<file path="src/rtl/noc_pkg.sv">
// rtl/noc_pkg.sv - shared NoC router defaults: flit width, flit type, starvation limit
package noc_pkg;

  localparam int NOC_DATA_WIDTH   = 64;
  localparam int NOC_STARVE_LIMIT = 15;

  typedef logic [NOC_DATA_WIDTH-1:0] flit_t;

endpackage

</file>
<file path="src/rtl/sync_fifo_ptr.sv">
// rtl/sync_fifo_ptr.sv - FIFO pointer and occupancy bookkeeping (full/empty, rd/wr pointers)
module sync_fifo_ptr
  import noc_pkg::*;
#(
  parameter  int DEPTH = 4,
  localparam int PTR_W = $clog2(DEPTH)
) (
  input  logic             clk,
  input  logic             reset,
  input  logic             push,
  input  logic             pop,
  output logic [PTR_W-1:0] rd_ptr,
  output logic [PTR_W-1:0] wr_ptr,
  output logic [PTR_W:0]   count,
  output logic             full,
  output logic             empty
);

  assign full  = (count == (PTR_W+1)'(DEPTH));
  assign empty = (count == '0);

  // DEPTH is a power of two, so pointers wrap by natural overflow
  always_ff @(posedge clk or posedge reset) begin
    if (reset) begin
      rd_ptr <= '0;
      wr_ptr <= '0;
      count  <= '0;
    end else begin
      if (push) wr_ptr <= wr_ptr + 1'b1;
      if (pop)  rd_ptr <= rd_ptr + 1'b1;
      case ({push, pop})
        2'b10:   count <= count + 1'b1;
        2'b01:   count <= count - 1'b1;
        default: count <= count;
      endcase
    end
  end

endmodule

</file>
<file path="src/rtl/arb_req_buffer.sv">
// rtl/arb_req_buffer.sv - per-input request buffer for the 2-input round-robin arbiter
// Optional starvation flag enabled by ARB_REQ_STARVE_CNT_EN.
module arb_req_buffer
  import noc_pkg::*;
#(
  parameter  int DATA_WIDTH   = NOC_DATA_WIDTH,
  parameter  int DEPTH        = 4,
`ifdef ARB_REQ_STARVE_CNT_EN
  parameter  int STARVE_LIMIT = NOC_STARVE_LIMIT,
`endif
  localparam int PTR_W        = $clog2(DEPTH)
) (
  input  logic                  clk,
  input  logic                  reset,
  input  logic                  in_vld,
  output logic                  in_rdy,
  input  logic [DATA_WIDTH-1:0] in_data,
  output logic                  rq,
  input  logic                  gt,
  output logic                  out_vld,
  output logic [DATA_WIDTH-1:0] out_data,
  output logic [PTR_W:0]        count
`ifdef ARB_REQ_STARVE_CNT_EN
  ,
  output logic                  starve
`endif
);

  logic [DATA_WIDTH-1:0] mem [DEPTH];
  logic [PTR_W-1:0]      rd_ptr;
  logic [PTR_W-1:0]      wr_ptr;
  logic                  full;
  logic                  empty;
  logic                  push;
  logic                  pop;

  // rq and in_rdy come only from registered occupancy, keeping the arbiter loop open
  assign in_rdy = ~full;
  assign rq     = ~empty;
  assign push   = in_vld & in_rdy;
  assign pop    = rq & gt;

  sync_fifo_ptr #(
    .DEPTH (DEPTH)
  ) u_ptr (
    .clk    (clk),
    .reset  (reset),
    .push   (push),
    .pop    (pop),
    .rd_ptr (rd_ptr),
    .wr_ptr (wr_ptr),
    .count  (count),
    .full   (full),
    .empty  (empty)
  );

  always_ff @(posedge clk) begin
    if (push) mem[wr_ptr] <= in_data;
  end

  always_ff @(posedge clk or posedge reset) begin
    if (reset) begin
      out_vld  <= 1'b0;
      out_data <= '0;
    end else begin
      out_vld <= pop;
      if (pop) out_data <= mem[rd_ptr];
    end
  end

`ifdef ARB_REQ_STARVE_CNT_EN
  localparam int SW = $clog2(STARVE_LIMIT + 1);

  logic [SW-1:0] starve_cnt;
  logic          starve_hit;

  // flag rises on the same edge the counter reaches the limit
  assign starve_hit = rq & ~gt & (starve_cnt >= SW'(STARVE_LIMIT - 1));

  always_ff @(posedge clk or posedge reset) begin
    if (reset) begin
      starve_cnt <= '0;
      starve     <= 1'b0;
    end else begin
      if (pop || !rq)
        starve_cnt <= '0;
      else if (starve_cnt != SW'(STARVE_LIMIT))
        starve_cnt <= starve_cnt + 1'b1;
      if (pop)
        starve <= 1'b0;
      else if (starve_hit)
        starve <= 1'b1;
    end
  end
`endif

endmodule
</file>
<file path="config.mk">
export PLATFORM = sky130hd
export DESIGN_NAME = arb_req_buffer
export DESIGN_NICKNAME = d
export VERILOG_FILES = /design/src/rtl/noc_pkg.sv /design/src/rtl/sync_fifo_ptr.sv /design/src/rtl/arb_req_buffer.sv
export SDC_FILE = /design/constraint.sdc
export NUM_CORES = 1
export LEC_CHECK = 0
export ABC_CLOCK_PERIOD_IN_PS = 2500
export CORE_MARGIN = 2
export CORE_UTILIZATION = 50
export CTS_CLUSTER_SIZE = 16
export DETAILED_ROUTE_END_ITERATION = 6
export GPL_TIMING_DRIVEN = 1
export PLACE_DENSITY = 0.75
export SETUP_SLACK_MARGIN = 0.05
export SLEW_MARGIN = 20
export SYNTH_ARGS = -nofsm -noshare
export SYNTH_HDL_FRONTEND = slang
export SYNTH_SLANG_ARGS = --single-unit
</file>
<file path="constraint.sdc">
create_clock -name clk -period 2.5 [get_ports clk]
set_input_delay 0.375 -clock clk [delete_from_list [all_inputs] [get_ports clk]]
set_output_delay 0.375 -clock clk [all_outputs]
set_load 0.005 [all_outputs]
</file>
==> results of run 1 <==
[flip-flops by register name, summed over array words and instances, names as in the netlist]
register      flops
u_ptr.count       3
out_data         64
mem             256
u_ptr.wr_ptr      2
u_ptr.rd_ptr      2
out_vld           1
[stage by stage]
stage / std cells / hold slack (ns) / setup slack, ns / utilization (%)
after floorplan: 508 / 0.474 / 0.300 / -
after global placement: 960 / 0.488 / 0.251 / 59.5
after detailed placement: 960 / 0.495 / 0.173 / 59.5
after CTS: 1022 / 0.244 / 0.155 / 64.4
after global routing: 1022 / 0.262 / 0.0951 / 64.4
final: 1022 / 0.230 / 0.193 / 64.4
[worst reg2reg max path: stages, from the launching register on]
cell and delay, ns:
dfrtp_1 0.44, or3b_4 0.45, and2_1 0.22, inv_1 0.07, ha_1 0.18, inv_1 0.06
fa_1 0.37, xor2_1 0.15, nor2_1 0.12, xor2_1 0.16
[layer usage]
layer	vias to the layer above	GRT usage (%)	share of wire, %
met5	-	0	0
met4	0	4.88	1.5
met3	27	3.67	5.2
met2	147	33.2	55
met1	2935	21.4	38
li1	2416	-	-
[worst max-delay path by stage]
stage / endpoint / slack (ns) / cells past startpoint
after floorplan: out_data[0]$_DFFE_PP0P_ / 0.30 / 1
after global placement: u_ptr.count[2]$_DFFE_PP0P_ / 0.25 / 9
after detailed placement: u_ptr.count[2]$_DFFE_PP0P_ / 0.17 / 9
after CTS: u_ptr.count[2]$_DFFE_PP0P_ / 0.16 / 9
after global routing: u_ptr.count[2]$_DFFE_PP0P_ / 0.1 / 9
final: u_ptr.count[2]$_DFFE_PP0P_ / 0.19 / 9
[area by class of cell]
class	instances	area [µm²]	area share, %
well taps	319	399	2.63
clock buffers	48	987	6.51
clock inverters	14	168	1.11
flip-flops and latches	328	9500	62.7
multi-input cells	152	2400	15.9
inverters	7	27.5	0.182
repair buffers	154	1670	11.0
[synth_stat cells]
master	number	area, µm²
xnor2_1	3	26.3
mux4_2	64	1440
ha_1	5	62.6
or3b_1	1	8.76
buf_6	5	56.3
buf_2	8	40.0
o31a_1	1	8.76
mux2_2	65	732
and3_1	4	25.0
or3_1	1	6.26
buf_1	3	11.3
dfrtp_1	72	1800
clkbuf_1	5	18.8
mux2i_1	1	10.0
and2_1	1	6.26
nor2_1	1	3.75
inv_1	7	26.3
nand2_1	1	3.75
edfxtp_1	256	7690
xor2_1	3	26.3
fa_1	1	20.0
[power breakdown]
group          internal (µW)  switching [µW]  total [µW]
clock network           3170            1930        5100
registers               7450             707        8150
logic                   3110            1990        5110
total                  13700            4630       18400
[logic make-up after synthesis]
family	synth area share [%]
AO/OA/AOI/OAI	0.0729
XOR/XNOR	0.437
adder cells (fa/ha/maj)	0.687
buffers and inverters	1.27
flip-flops	78.9
multiplexers	18.2
AND/OR/NAND/NOR	0.447
[timing repair]
| item | in CTS | in global routing |
|---|---|---|
| hold buffers | 0 | 0 |
| resized for setup | 0 | 1 |
| setup endpoints to repair | 0 | 1 |
==> impl_metrics.json, run 1 <==
{
  "r2r_slack_ns": 0.19,
  "worstPathMaxFanout": 6,
  "drt_wl_total_um": 22200,
  "peakVddDrop_uv": 612,
  "grt_max_degree": 68,
  "place_congestion": 0.728,
  "cp-startpoint": "u_ptr.count[0]$_DFFE_PP0P_",
  "synth_area_per_cell_um2": 23.7,
  "grt_overflow": 0,
  "slowest_delay_ns": 0.45,
  "dieWidth_um": 159,
  "boundaryPins": 138,
  "p_per_area_mw_per_mm2": 1210,
  "status": "finished, final reports clean",
  "min_period_ns": 2.31,
  "ys_ff_latch": 328,
  "num_vias": 5525,
  "grt_pass1_vias": 6190,
  "period_share_pct": 92.3,
  "setup_tns_ns": 0,
  "syn_inst": 508,
  "fillers": 1582,
  "clock_skew_ns": 0.0113,
  "syn-cell-area_mm2": 0.0120,
  "fin_area_mm2": 0.0152,
  "arrival_ns": 2.72,
  "die_h_um": 159,
  "hp-class": "in -> async",
  "mostFrequentLayoutCells": "edfxtp_1 (256), clkdlybuf4s50_1 (137), dfrtp_1 (70), mux2_2 (65), mux4_2 (64)",
  "cts_max_level": 2,
  "r2r_end": "u_ptr.count[2]$_DFFE_PP0P_",
  "final_nets": 751,
  "hpwl_um": 13600,
  "ctsLongestPathBuffers": 3,
  "clock-sinks": 328,
  "slew_headroom_pct": 64.7,
  "drv_cap": 0,
  "core_mm2": 0.0235,
  "layout-area-overhead-vs-synth_pct": 26.1,
  "worst_pin_slew_ns": 0.530,
  "post_cts_buffers": 0,
  "p_total_uw": 18400,
  "grt_pass1_wl_um": 34800,
  "r2r-start": "u_ptr.count[0]$_DFFE_PP0P_",
  "finalSetupViolations": 0,
  "synth.distinct_cells": 21,
  "slew_violations": 0,
  "postRouteAntennaNets": 0,
  "crit_slowest_cell": "or3b_4",
  "fp.dieArea_mm2": 0.0253,
  "hold_viol": 0,
  "crit_buf_inv": 2,
  "total_leakage_power_uw": 0.00522,
  "seq_area_frac_synth_pct": 78.9,
  "setup.worst_path.start_class": "register",
  "cpLargestDelayFamily": "simple AND/OR/NAND/NOR gates",
  "timing_worst_setup_path_type": "reg -> reg",
  "max_freq_mhz": 434,
  "rows": 56,
  "yosysWarnings": 0,
  "rsz0062_at_grt": "no",
  "antenna_cells": 0,
  "vias_per_cell": 5.41,
  "cts_buffers": 34,
  "cp.required_ns": 2.92,
  "clkTransAtPathRegs_ns": 0.06,
  "routedWlPerCell_um": 21.7,
  "portBuffers": 137,
  "clk_latency_ns": 0.49,
  "placed_area_mm2": 0.0140,
  "cts_tree": "done",
  "drive_gt1_share_pct": 29.0,
  "antenna_found_initial": 0,
  "endpoint_kind": "register",
  "dr.first_iter.drc_count": 353,
  "drc": 0,
  "reg2regPathDepth": 9,
  "drt_pre_antenna_iters": 6,
  "grt_usage_pct": 18.0,
  "start_util_pct": 51.1,
  "cts-root-buf": "clkbuf_16",
  "path_cells": "or3b_4 > and2_1 > inv_1 > ha_1 > inv_1 > fa_1 > xor2_1 > nor2_1 > xor2_1",
  "synth_nets": 582,
  "layout_commonest_cell": "edfxtp_1"
}
Note: power is estimated with default switching activity, not from simulation.
==> inputs of run 2 (changes only) <==
Settings changed: DONT_BUFFER_PORTS set to 1, PLACE_DENSITY 0.75 to 0.68.
==> run 2 against run 1 <==
Effect of this change:
- cell count shrank 7.5%
- count of clock-buffer cells in the layout down 2
- maximum frequency increased by 1.3%
- die area is the same
- non-clock buffer count fell by 72
- register-to-register slack improved by 0.03 ns
- clock skew down 0.0026 ns
- core utilization shrank 4.2 points
- via count shrank 6.6%
- clock power decreased by 12%
- highest routed layer unchanged
==> impl_metrics.json, run 2 (synthesized netlist as in run 1, its figures left out) <==
{
  "status": "finished, final reports clean",
  "start_util_pct": 51.1,
  "postRouteAntennaNets": 0,
  "mostFrequentLayoutCells": "edfxtp_1 (256), dfrtp_1 (70), mux2_2 (65), dlygate4sd3_1 (65), mux4_2 (64)",
  "die_h_um": 159,
  "period_share_pct": 91.1,
  "cp.required_ns": 2.96,
  "grt_overflow": 0,
  "worstPathMaxFanout": 6,
  "arrival_ns": 2.74,
  "cts_max_level": 1,
  "slew_headroom_pct": 29.0,
  "cts_buffers": 31,
  "rows": 56,
  "cts_hold_buffers": 65,
  "antenna_found_initial": 0,
  "regMostFlops": "mem",
  "grt_max_degree": 68,
  "reg2regPathDepth": 9,
  "slew_violations": 0,
  "p_per_area_mw_per_mm2": 1160,
  "post_cts_buffers": 0,
  "drt_pre_antenna_iters": 6,
  "total_leakage_power_uw": 0.00484,
  "clock_skew_ns": 0.00867,
  "p_sw_share_pct": 26.0,
  "ctsLongestPathBuffers": 3,
  "top_regs": "mem (256), out_data (64), u_ptr.count (3)",
  "final_nets": 676,
  "hold_depth": 2,
  "core_mm2": 0.0235,
  "clk_latency_ns": 0.53,
  "dp_slack_ns": 0.268,
  "p_sw_uw": 4280,
  "clkTransAtPathRegs_ns": 0.06,
  "hold_viol": 0,
  "dr.first_iter.drc_count": 270,
  "internal-power_uw": 12200,
  "drt_wl_total_um": 20500,
  "whs_ns": 0.167,
  "rsz0062_at_grt": "no",
  "min_period_ns": 2.28,
  "drv_cap": 0,
  "setup.worst_path.start_class": "register",
  "grt_usage_pct": 16.6,
  "largest_reg_flops": 256,
  "grt_pass1_vias": 5683,
  "finalSetupViolations": 0,
  "num_vias": 5158,
  "endpoint_kind": "register",
  "worst_pin_slew_ns": 1.06,
  "cts_tree": "done",
  "layout-area-overhead-vs-synth_pct": 17.8,
  "layout_commonest_cell": "edfxtp_1",
  "dieWidth_um": 159,
  "cts-root-buf": "clkbuf_16",
  "fp.dieArea_mm2": 0.0253,
  "drc": 0,
  "portBuffers": 0,
  "vias_per_cell": 5.46,
  "drive_gt1_share_pct": 31.2,
  "setup_tns_ns": 0,
  "power.share.clock_pct": 27.3,
  "hpwl_um": 11900,
  "hp-class": "in -> reg",
  "cts_resized": 0,
  "peakVddDrop_uv": 620,
  "max_freq_mhz": 439,
  "p_comb_share_pct": 22.1,
  "seq_power_share_pct": 50.7,
  "routedWlPerCell_um": 21.7,
  "fillers": 1673,
  "place_congestion": 0.733,
  "setup_slack_ns": 0.222,
  "grt_pass1_wl_um": 32500,
  "clock-sinks": 328,
  "timing_worst_setup_path_type": "reg -> reg",
  "worstHoldStart": "in_vld",
  "antenna_cells": 0,
  "cp-startpoint": "u_ptr.count[0]$_DFFE_PP0P_",
  "r2r-start": "u_ptr.count[0]$_DFFE_PP0P_",
  "boundaryPins": 138
}
[run 2: per-stage QoR]
stage | instance area (µm²) | total power (µW) | utilization, % | std cells
floorplan | 12000 | 11000 | - | 508
global placement | 12500 | 12000 | 53.2 | 823
detailed placement | 12500 | 12100 | 53.2 | 823
CTS | 14200 | 16800 | 60.1 | 945
global route | 14200 | 17300 | 60.1 | 945
finish | 14200 | 16500 | 60.1 | 945
[run 2: final cells by class]
cell class	instances	area, µm²	share of cell area, %
clock buffers	46	862	6.09
inverters	7	27.5	0.194
multi-input cells	152	2400	17.0
flip-flops and latches	328	9500	67.1
repair buffers	82	841	5.94
clock inverters	11	129	0.910
well taps	319	399	2.82
[run 2: final timing paths]
check | to | slack, ns
worst max-delay path | u_ptr.count[2]$_DFFE_PP0P_ | 0.22
worst max register to register | u_ptr.count[2]$_DFFE_PP0P_ | 0.22
worst min-delay path | u_ptr.wr_ptr[0]$_DFFE_PP0P_ | 0.17
max in group asynchronous | u_ptr.rd_ptr[0]$_DFFE_PP0P_ | 1.41
worst min register to register | out_data[24]$_DFFE_PP0P_ | 0.53
min in group asynchronous | out_data[36]$_DFFE_PP0P_ | 0.40
[run 2: worst max-delay path, cell delays in order, from the launching register on]
cell and delay (ns):
dfrtp_1 0.45, or3b_1 0.41, and2_1 0.22, inv_1 0.08, ha_1 0.18, inv_1 0.07
fa_1 0.38, xor2_1 0.15, nor2_1 0.12, xor2_1 0.16
[run 2: layer usage]
| layer | GRT usage (%) | wire length [µm] | up-vias |
|---|---|---|---|
| li1 | - | - | 2257 |
| met1 | 20.4 | 8140 | 2758 |
| met2 | 30.0 | 11100 | 118 |
| met3 | 3.59 | 1020 | 25 |
| met4 | 4.05 | 319 | 0 |
| met5 | 0 | 0 | - |
[run 2: power by group through the flow]
stage	Clock [µW]	Sequential, µW	Combinational, µW
floorplan	0	8000	2980
global placement	0	8430	3530
detailed placement	0	8510	3610
CTS	4610	8410	3740
global route	4840	8530	3960
finish	4490	8350	3640
